--- src/rtl/legv8_multicycle_control.sv ---
// Multi-cycle LEGv8 sequencer: fetch/decode/execute FSM driving datapath control fields,
// with memory-wait handshake, watchdog bus-error halt and retired-instruction counter.
module legv8_multicycle_control #(
   parameter int unsigned WAIT_LIMIT = 15
) (
   input  logic        clk_i,
   input  logic        rst_ni,
   input  logic [31:0] instruction_i,
   input  logic [4:0]  status_i,
   input  logic        mem_ready_i,
   output logic        ir_load_o,
   output logic        pc_inc_o,
   output logic        pc_load_o,
   output logic [3:0]  alu_op_o,
   output logic        alu_b_sel_o,
   output logic [4:0]  reg_a_o,
   output logic [4:0]  reg_b_o,
   output logic [4:0]  reg_w_o,
   output logic        reg_write_o,
   output logic        data_sel_o,
   output logic        mem_read_o,
   output logic        mem_write_o,
   output logic        addr_sel_o,
   output logic [1:0]  size_o,
   output logic [63:0] constant_o,
   output logic [2:0]  state_o,
   output logic        halt_o,
   output logic        bus_error_o,
   output logic [15:0] retired_o
);

   localparam int unsigned WD_W = (WAIT_LIMIT < 2) ? 1 : $clog2(WAIT_LIMIT + 1);
   localparam logic [WD_W-1:0] WD_LAST = WD_W'(WAIT_LIMIT - 1);

   localparam logic [3:0] ALU_AND  = 4'b0000;
   localparam logic [3:0] ALU_ORR  = 4'b0001;
   localparam logic [3:0] ALU_ADD  = 4'b0010;
   localparam logic [3:0] ALU_SUB  = 4'b0110;
   localparam logic [3:0] ALU_PASS = 4'b0111;

   typedef enum logic [2:0] {
      S_FETCH  = 3'd0,
      S_DECODE = 3'd1,
      S_EXEC   = 3'd2,
      S_MEM    = 3'd3,
      S_HALT   = 3'd4
   } state_e;

   typedef enum logic [3:0] {
      OP_ADD, OP_SUB, OP_AND, OP_ORR, OP_ADDI, OP_SUBI,
      OP_LDUR, OP_STUR, OP_CBZ, OP_B, OP_ILL
   } op_e;

   state_e           state_q, state_d;
   logic [WD_W-1:0]  wd_q, wd_d;
   logic [15:0]      retired_q, retired_d;
   logic             bus_error_q, bus_error_d;

   op_e              op;
   logic [4:0]       f_rd, f_rn, f_rm;
   logic             ir_load_s, pc_inc_s, pc_load_s, reg_write_s, mem_read_s, mem_write_s;
   logic             unused_status;

   assign f_rd = instruction_i[4:0];
   assign f_rn = instruction_i[9:5];
   assign f_rm = instruction_i[20:16];
   assign unused_status = ^status_i[4:1];

   always_comb begin
      op = OP_ILL;
      if (instruction_i[31:21] == 11'b10001011000)      op = OP_ADD;
      else if (instruction_i[31:21] == 11'b11001011000) op = OP_SUB;
      else if (instruction_i[31:21] == 11'b10001010000) op = OP_AND;
      else if (instruction_i[31:21] == 11'b10101010000) op = OP_ORR;
      else if (instruction_i[31:21] == 11'b11111000010) op = OP_LDUR;
      else if (instruction_i[31:21] == 11'b11111000000) op = OP_STUR;
      else if (instruction_i[31:22] == 10'b1001000100)  op = OP_ADDI;
      else if (instruction_i[31:22] == 10'b1101000100)  op = OP_SUBI;
      else if (instruction_i[31:24] == 8'b10110100)     op = OP_CBZ;
      else if (instruction_i[31:26] == 6'b000101)       op = OP_B;
   end

   always_comb begin
      constant_o = '0;
      unique case (op)
         OP_ADDI, OP_SUBI: constant_o = {52'b0, instruction_i[21:10]};
         OP_LDUR, OP_STUR: constant_o = {{55{instruction_i[20]}}, instruction_i[20:12]};
         OP_B:             constant_o = {{36{instruction_i[25]}}, instruction_i[25:0], 2'b00};
         OP_CBZ:           constant_o = {{43{instruction_i[23]}}, instruction_i[23:5], 2'b00};
         default:          constant_o = '0;
      endcase
   end

   always_comb begin
      state_d      = state_q;
      wd_d         = wd_q;
      bus_error_d  = bus_error_q;
      ir_load_s    = 1'b0;
      pc_inc_s     = 1'b0;
      pc_load_s    = 1'b0;
      reg_write_s  = 1'b0;
      mem_read_s   = 1'b0;
      mem_write_s  = 1'b0;
      alu_op_o     = ALU_AND;
      alu_b_sel_o  = 1'b0;
      reg_a_o      = '0;
      reg_b_o      = '0;
      reg_w_o      = '0;
      data_sel_o   = 1'b0;
      addr_sel_o   = 1'b0;

      unique case (state_q)
         S_FETCH: begin
            mem_read_s = 1'b1;
            if (mem_ready_i) begin
               ir_load_s = 1'b1;
               state_d   = S_DECODE;
            end else if (wd_q == WD_LAST) begin
               bus_error_d = 1'b1;
               state_d     = S_HALT;
            end else begin
               wd_d = wd_q + WD_W'(1);
            end
         end
         S_DECODE: begin
            if (op == OP_ILL)                          state_d = S_HALT;
            else if (op == OP_LDUR || op == OP_STUR)   state_d = S_MEM;
            else                                       state_d = S_EXEC;
         end
         S_EXEC: begin
            state_d = S_FETCH;
            unique case (op)
               OP_ADD, OP_SUB, OP_AND, OP_ORR, OP_ADDI, OP_SUBI: begin
                  reg_a_o     = f_rn;
                  reg_b_o     = f_rm;
                  reg_w_o     = f_rd;
                  alu_b_sel_o = (op == OP_ADDI || op == OP_SUBI);
                  reg_write_s = 1'b1;
                  pc_inc_s    = 1'b1;
                  unique case (op)
                     OP_ADD, OP_ADDI: alu_op_o = ALU_ADD;
                     OP_SUB, OP_SUBI: alu_op_o = ALU_SUB;
                     OP_ORR:          alu_op_o = ALU_ORR;
                     default:         alu_op_o = ALU_AND;
                  endcase
               end
               OP_B: pc_load_s = 1'b1;
               OP_CBZ: begin
                  // Branch decision uses the unregistered Z so the test and redirect share one cycle.
                  reg_b_o   = f_rd;
                  alu_op_o  = ALU_PASS;
                  pc_load_s = status_i[0];
                  pc_inc_s  = ~status_i[0];
               end
               default: ;
            endcase
         end
         S_MEM: begin
            reg_a_o     = f_rn;
            alu_b_sel_o = 1'b1;
            alu_op_o    = ALU_ADD;
            addr_sel_o  = 1'b1;
            if (op == OP_STUR) begin
               reg_b_o     = f_rd;
               mem_write_s = 1'b1;
            end else begin
               mem_read_s = 1'b1;
            end
            if (mem_ready_i) begin
               pc_inc_s = 1'b1;
               state_d  = S_FETCH;
               if (op != OP_STUR) begin
                  reg_write_s = 1'b1;
                  reg_w_o     = f_rd;
                  data_sel_o  = 1'b1;
               end
            end else if (wd_q == WD_LAST) begin
               bus_error_d = 1'b1;
               state_d     = S_HALT;
            end else begin
               wd_d = wd_q + WD_W'(1);
            end
         end
         S_HALT: ;
         default: state_d = S_FETCH;
      endcase

      if (state_d != state_q) wd_d = '0;
   end

   assign retired_d = retired_q + {15'b0, pc_inc_s | pc_load_s};

   always_ff @(posedge clk_i or negedge rst_ni) begin
      if (!rst_ni) begin
         state_q     <= S_FETCH;
         wd_q        <= '0;
         retired_q   <= '0;
         bus_error_q <= 1'b0;
      end else begin
         state_q     <= state_d;
         wd_q        <= wd_d;
         retired_q   <= retired_d;
         bus_error_q <= bus_error_d;
      end
   end

   // Strobes are gated by reset directly so an access is abandoned the moment reset asserts.
   assign ir_load_o   = rst_ni & ir_load_s;
   assign pc_inc_o    = rst_ni & pc_inc_s;
   assign pc_load_o   = rst_ni & pc_load_s;
   assign reg_write_o = rst_ni & reg_write_s;
   assign mem_read_o  = rst_ni & mem_read_s;
   assign mem_write_o = rst_ni & mem_write_s;

   assign size_o      = 2'b11;
   assign state_o     = state_q;
   assign halt_o      = (state_q == S_HALT);
   assign bus_error_o = bus_error_q;
   assign retired_o   = retired_q;

endmodule
--- config.mk ---
export PLATFORM = sky130hd
export DESIGN_NAME = legv8_multicycle_control
export DESIGN_NICKNAME = d
export VERILOG_FILES = /design/src/rtl/legv8_multicycle_control.sv
export SDC_FILE = /design/constraint.sdc
export NUM_CORES = 1
export LEC_CHECK = 0
export ABC_CLOCK_PERIOD_IN_PS = 7250
export CAP_MARGIN = 20
export CELL_PAD_IN_SITES_DETAIL_PLACEMENT = 0
export CELL_PAD_IN_SITES_GLOBAL_PLACEMENT = 1
export CORE_MARGIN = 5
export CORE_UTILIZATION = 25
export DETAILED_ROUTE_END_ITERATION = 7
export PLACE_DENSITY = 0.86
export SLEW_MARGIN = 10
export SYNTH_ARGS = -nofsm -noshare
export SYNTH_HDL_FRONTEND = slang
export SYNTH_SLANG_ARGS = --single-unit
--- constraint.sdc ---
create_clock -name clk_i -period 7.25 [get_ports clk_i]
set_input_delay 2.175 -clock clk_i [delete_from_list [all_inputs] [get_ports clk_i]]
set_output_delay 2.175 -clock clk_i [all_outputs]
set_load 0.02 [all_outputs]
---- After elaboration in Yosys (flattened, before gate mapping) ----
Index checks and enable logic that the tools add are counted.
word-level totals
  logic and storage cells ................. 108
  memories kept ........................... 0
  latch bits .............................. 0
  ROM bits ................................ 0
  input port bits ......................... 40
  RAM bits ................................ 0
  bits in registers ....................... 24
operators by class
  magnitude comparators ................... 0
  reductions and logical operators ........ 13
  $mul .................................... 0
  $add $sub $neg .......................... 2
  multiplexer cells ....................... 51
  bitwise operators ....................... 9
  shift-type cells ........................ 0
  eq/ne operators ......................... 29
  div/mod/pow operators ................... 0
operator list
  operator                                             number
  case mux 64 bit (4 select lines)                     1
  equality test 11 bit, second input constant          6
  2-to-1 mux 4 bit                                     12
  case mux 5 bit (2 select lines)                      4
  2-to-1 mux 5 bit                                     5
  equality test 10 bit, second input constant          2
  adder 16 x 1 -> 16 bit                               1
  equality test 4 x 3 -> 1 bit, second input constant  4
  equality test 4 bit, second input constant           4
  2-to-1 mux 1 bit                                     13
  2-to-1 mux 3 bit                                     4
  case mux 1 bit (2 select lines)                      6
  case mux 3 bit (2 select lines)                      2
  case mux 3 bit (4 select lines)                      1
  OR reduction 2 bit                                   5
  case mux 3 bit (3 select lines)                      1
  equality test 4 x 2 -> 1 bit, second input constant  2
  equality test 8 bit, second input constant           1
  AND 1 bit                                            6
  equality test 3 x 2 -> 1 bit, second input constant  2
  equality test 6 x 3 -> 1 bit, second input constant  1
  AND reduction 3 bit                                  2
  OR reduction 6 bit                                   1
  adder 4 x 1 -> 4 bit, second input constant          1
  other kinds (13)                                     17

---- Logic depth before layout (Yosys ltp) ----
Gate-level depths: netlist of run 1.
  depth after elaboration ................. 19
  mapped depth ............................ 11
  mapped depth without buffers ............ 10

---- Worst setup path after synthesis of run 1 ----
OpenSTA, ideal clock, no wires.
  kind .................................... input to output
  from .................................... input instruction_i[23]
  to ...................................... output constant_o[28]
  stages .................................. 7
  slack ................................... 0.502 ns
  buffers on the path ..................... 2
  arrival time ............................ 4.573 ns
  cells stage by stage .................... or4b_4 -> nor3_2 -> or3_1 -> buf_4 -> mux2i_1 -> a21o_1 -> buf_4
between the ends
  cells in the longest elaborated chain, start to end .. 12
  elaborated cells on any way between the ends .. 25
RTL lines
  what                                line  text
  start: declaration                  8     input logic [31:0] instruction_i,
  equality test 10 bit                78    else if (instruction_i[31:22] == 10'b1101000100) op = OP_SUBI;
  2-to-1 mux 4 bit                    78
  2-to-1 mux 4 bit                    77    else if (instruction_i[31:22] == 10'b1001000100) op = OP_ADDI;
  2-to-1 mux 4 bit                    76    else if (instruction_i[31:21] == 11'b11111000000) op = OP_STUR;
  2-to-1 mux 4 bit                    75    else if (instruction_i[31:21] == 11'b11111000010) op = OP_LDUR;
  2-to-1 mux 4 bit                    74    else if (instruction_i[31:21] == 11'b10101010000) op = OP_ORR;
  2-to-1 mux 4 bit                    73    else if (instruction_i[31:21] == 11'b10001010000) op = OP_AND;
  2-to-1 mux 4 bit                    72    else if (instruction_i[31:21] == 11'b11001011000) op = OP_SUB;
  2-to-1 mux 4 bit                    71    if (instruction_i[31:21] == 11'b10001011000) op = OP_ADD;
  equality test 4 x 3 -> 1 bit        85    unique case (op)
  OR reduction 2 bit                  85
  case mux 64 bit (4 select lines) *  85
  end: declaration                    25    output logic [63:0] constant_o,
Mark *: on every way between the ends. The rest lies on a longest branch, timed or not.

---- Worst setup path after layout of run 1 ----
  from .................................... input instruction_i[23]
  to ...................................... output constant_o[54]
Same word-level chain as after synthesis.

==> impl_metrics.ini, run 1 <==
[outcome]
status = completed

[timing]
slew_headroom_pct = 60.5
setup_viol_count_final = 0
drv_slew = 0
hold_viol = 0
finClkSkew_ns = 0.00397
min_period_over_period_pct = 97.8
setup_tns_ns = 0
worst_slew_pin_slew_ns = 0.591
layout_min_cycle_time_ns = 7.09
rsz0062_at_grt = false
fmax_mhz = 141

[worst_setup_path]
critPathTopFamily = buffers and inverters
cp.required_ns = 5.08
worst_setup_path_start_kind = input port
cp_common_cell = clkdlybuf4s50_1
slowest_stage = clkdlybuf4s50_1
critPathCaptureType = output port
critPathArrivalTime_ns = 4.91
critPathMaxFanout = 37
slowest_delay_ns = 0.63
critPathBufInv = 3
path_cells = clkdlybuf4s50_1 > or4b_4 > nor3_2 > or3_1 > mux2i_1 > a21o_1 > buf_12 > clkdlybuf4s50_1
crit_type = in -> out

[clock_tree]
cts_hold_buf = 0
post_cts_resize_count = 0
clkSinkCount = 24
clk_pin_slew_ns = 0.08
cts_made_buffers = 3
clockRootBuffer = clkbuf_8
cts_tree = done
clk_latency_ns = 0.26
cts_max_path_buffers = 2
cts_setup_buffers = 0
h-tree-depth = 1

[synthesis]
synthArstFlopShare_pct = 100
synth_flop_cell = dfrtp_1
synth_seq_cells = 24
synth_top_area_share_pct = 25.5
synth_cell_types = 57
synth.cell_area_um2 = 2350
ys_warn_count = 0
synthTopCellsByArea = dfrtp_1 (26%), buf_4 (13%), a22o_1 (6.3%)
synth-edff-count = 0
ys_seq_area_share_pct = 25.5
syn_inst = 269
yosys.area.top_type = dfrtp_1
avgSynthCellArea_um2 = 8.74

[floorplan]
io_pins = 155
die_h_um = 107
dieArea_um2 = 11400
initial_core_util_pct = 25.6
dieWidth_um = 107
core_um2 = 9200
row_count = 35

[placed_design]
portBuffers = 147
hpwlAfterDp_um = 6730
gp_congestion = 0.841

[finish]
final_cell_mix = clkdlybuf4s50_1 (135), dfrtp_1 (24), a22o_1 (17)
layout_commonest_cell = clkdlybuf4s50_1
diodes = 0
final_nets = 425
drive_gt1_share_pct = 7.89
layout-area-overhead-vs-synth_pct = 61.5

[route]
wl_per_cell_um = 16.8
dr.pass1.iters = 4
via_count = 2501
met3_length_um = 605
drt_iter0_markers = 148
wl_met1_um = 3540
routed_wl_um = 8260
drcViolationCount = 0
met2_wirelength_um = 4010
avgViaCountPerCell = 5.09
highest_layer = met4
postRouteAntennaNets = 0

[global_route]
grt_max_degree = 38
antenna_found_initial = 0
overflow = 0
track_usage_pct = 13.8
grt_pass1_wl_um = 13000
grt_pass1_vias = 2550

[pwr]
vdd_drop_max_v = 0.0000608
power_w = 0.000399
power_leakage_nw = 1.77
p_per_area_nw_per_um2 = 105

[flow_run]
maxCapViolCount = 0

[worst_hold_path]
hp-class = reg -> reg
==> through the flow <==
stage	hold slack (ns)	setup WS [ns]	cells	util (%)	area [µm²]
4_1_cts	0.496	0.145	491	41.0	3770
2_1_floorplan	0.501	0.502	270	-	2360
5_1_grt	0.506	0.00313	491	41.3	3800
3_3_place_gp	0.443	0.183	487	40.4	3710
6_report	0.490	0.163	491	41.3	3800
3_5_place_dp	0.480	0.155	487	40.4	3710
==> power breakdown <==
part	switching (W)	internal, W	total, W
logic	0.0000738	0.0000667	0.000140
registers	0.0000232	0.000145	0.000168
clock network	0.0000419	0.0000484	0.0000904
total	0.000139	0.000260	0.000399
==> flip-flops by register name, indices dropped and copies added, names as in the netlist <==
register,count
state_o,3
retired_o,16
wd_q,4
bus_error_o,1
==> Yosys cell counts (all sizes together) (3+ instances only) <==
cell type	count
nor3	9
a22o	17
a211o	3
or4	3
nand4	3
and3	5
and2	7
a21oi	5
nor2b	8
o21ai	7
inv	4
or3b	3
a21o	9
nand2	13
a221o	14
nor4	3
xnor2	12
a31oi	3
ha	4
dfrtp	24
nand3	11
buf	41
nor2	9
xor2	3
nand2b	8
clkbuf	11
==> routing by layer <==
layer / vias up / GRT usage (%)
li1: 1184 / -
met1: 1198 / 17.8
met2: 107 / 22.9
met3: 12 / 3.85
met4: 0 / 3.29
met5: - / 0
==> cell families (layout without fill, tap and decap cells) <==
kind of cell,after synthesis,after routing,share of synthesized area (%)
AO/OA/AOI/OAI,71,71,24.8
XOR/XNOR,15,15,5.59
adder cells (fa/ha/maj),4,4,2.13
buffers and inverters,56,166,15.6
flip-flops,24,24,25.5
multiplexers,1,1,0.426
other,2,3,0.319
AND/OR/NAND/NOR,96,96,25.5
==> final cells by class <==
type / instances / area, µm²
well taps: 111 / 139
inverters: 4 / 15.0
fillers: 940 / 5400
multi-input cells: 190 / 1390
flip-flops and latches: 24 / 601
repair buffers: 158 / 1600
clock buffers: 4 / 55.1
==> worst paths after layout <==
check,start,end,slack (ns),depth (start not counted)
max in group asynchronous,rst_ni,retired_o[2]$_DFF_PN0_,4.41,2
worst max register to register,state_o[1]$_DFF_PN0_,retired_o[12]$_DFF_PN0_,4.74,8
worst min register to register,retired_o[15]$_DFF_PN0_,retired_o[15]$_DFF_PN0_,0.49,1
min in group asynchronous,rst_ni,wd_q[3]$_DFFE_PN0P_,2.22,1
worst max-delay path,instruction_i[23],constant_o[54],0.16,8
worst min-delay path,retired_o[15]$_DFF_PN0_,retired_o[15]$_DFF_PN0_,0.49,1
No activity file was read; power rests on OpenSTA's default activity.
==> run 2, diff against run 1 <==
Settings changed: CTS_CLUSTER_SIZE set to 10.
==> results of run 2 <==
Same layout as run 1: the final DEF is identical, and so are final timing and power.
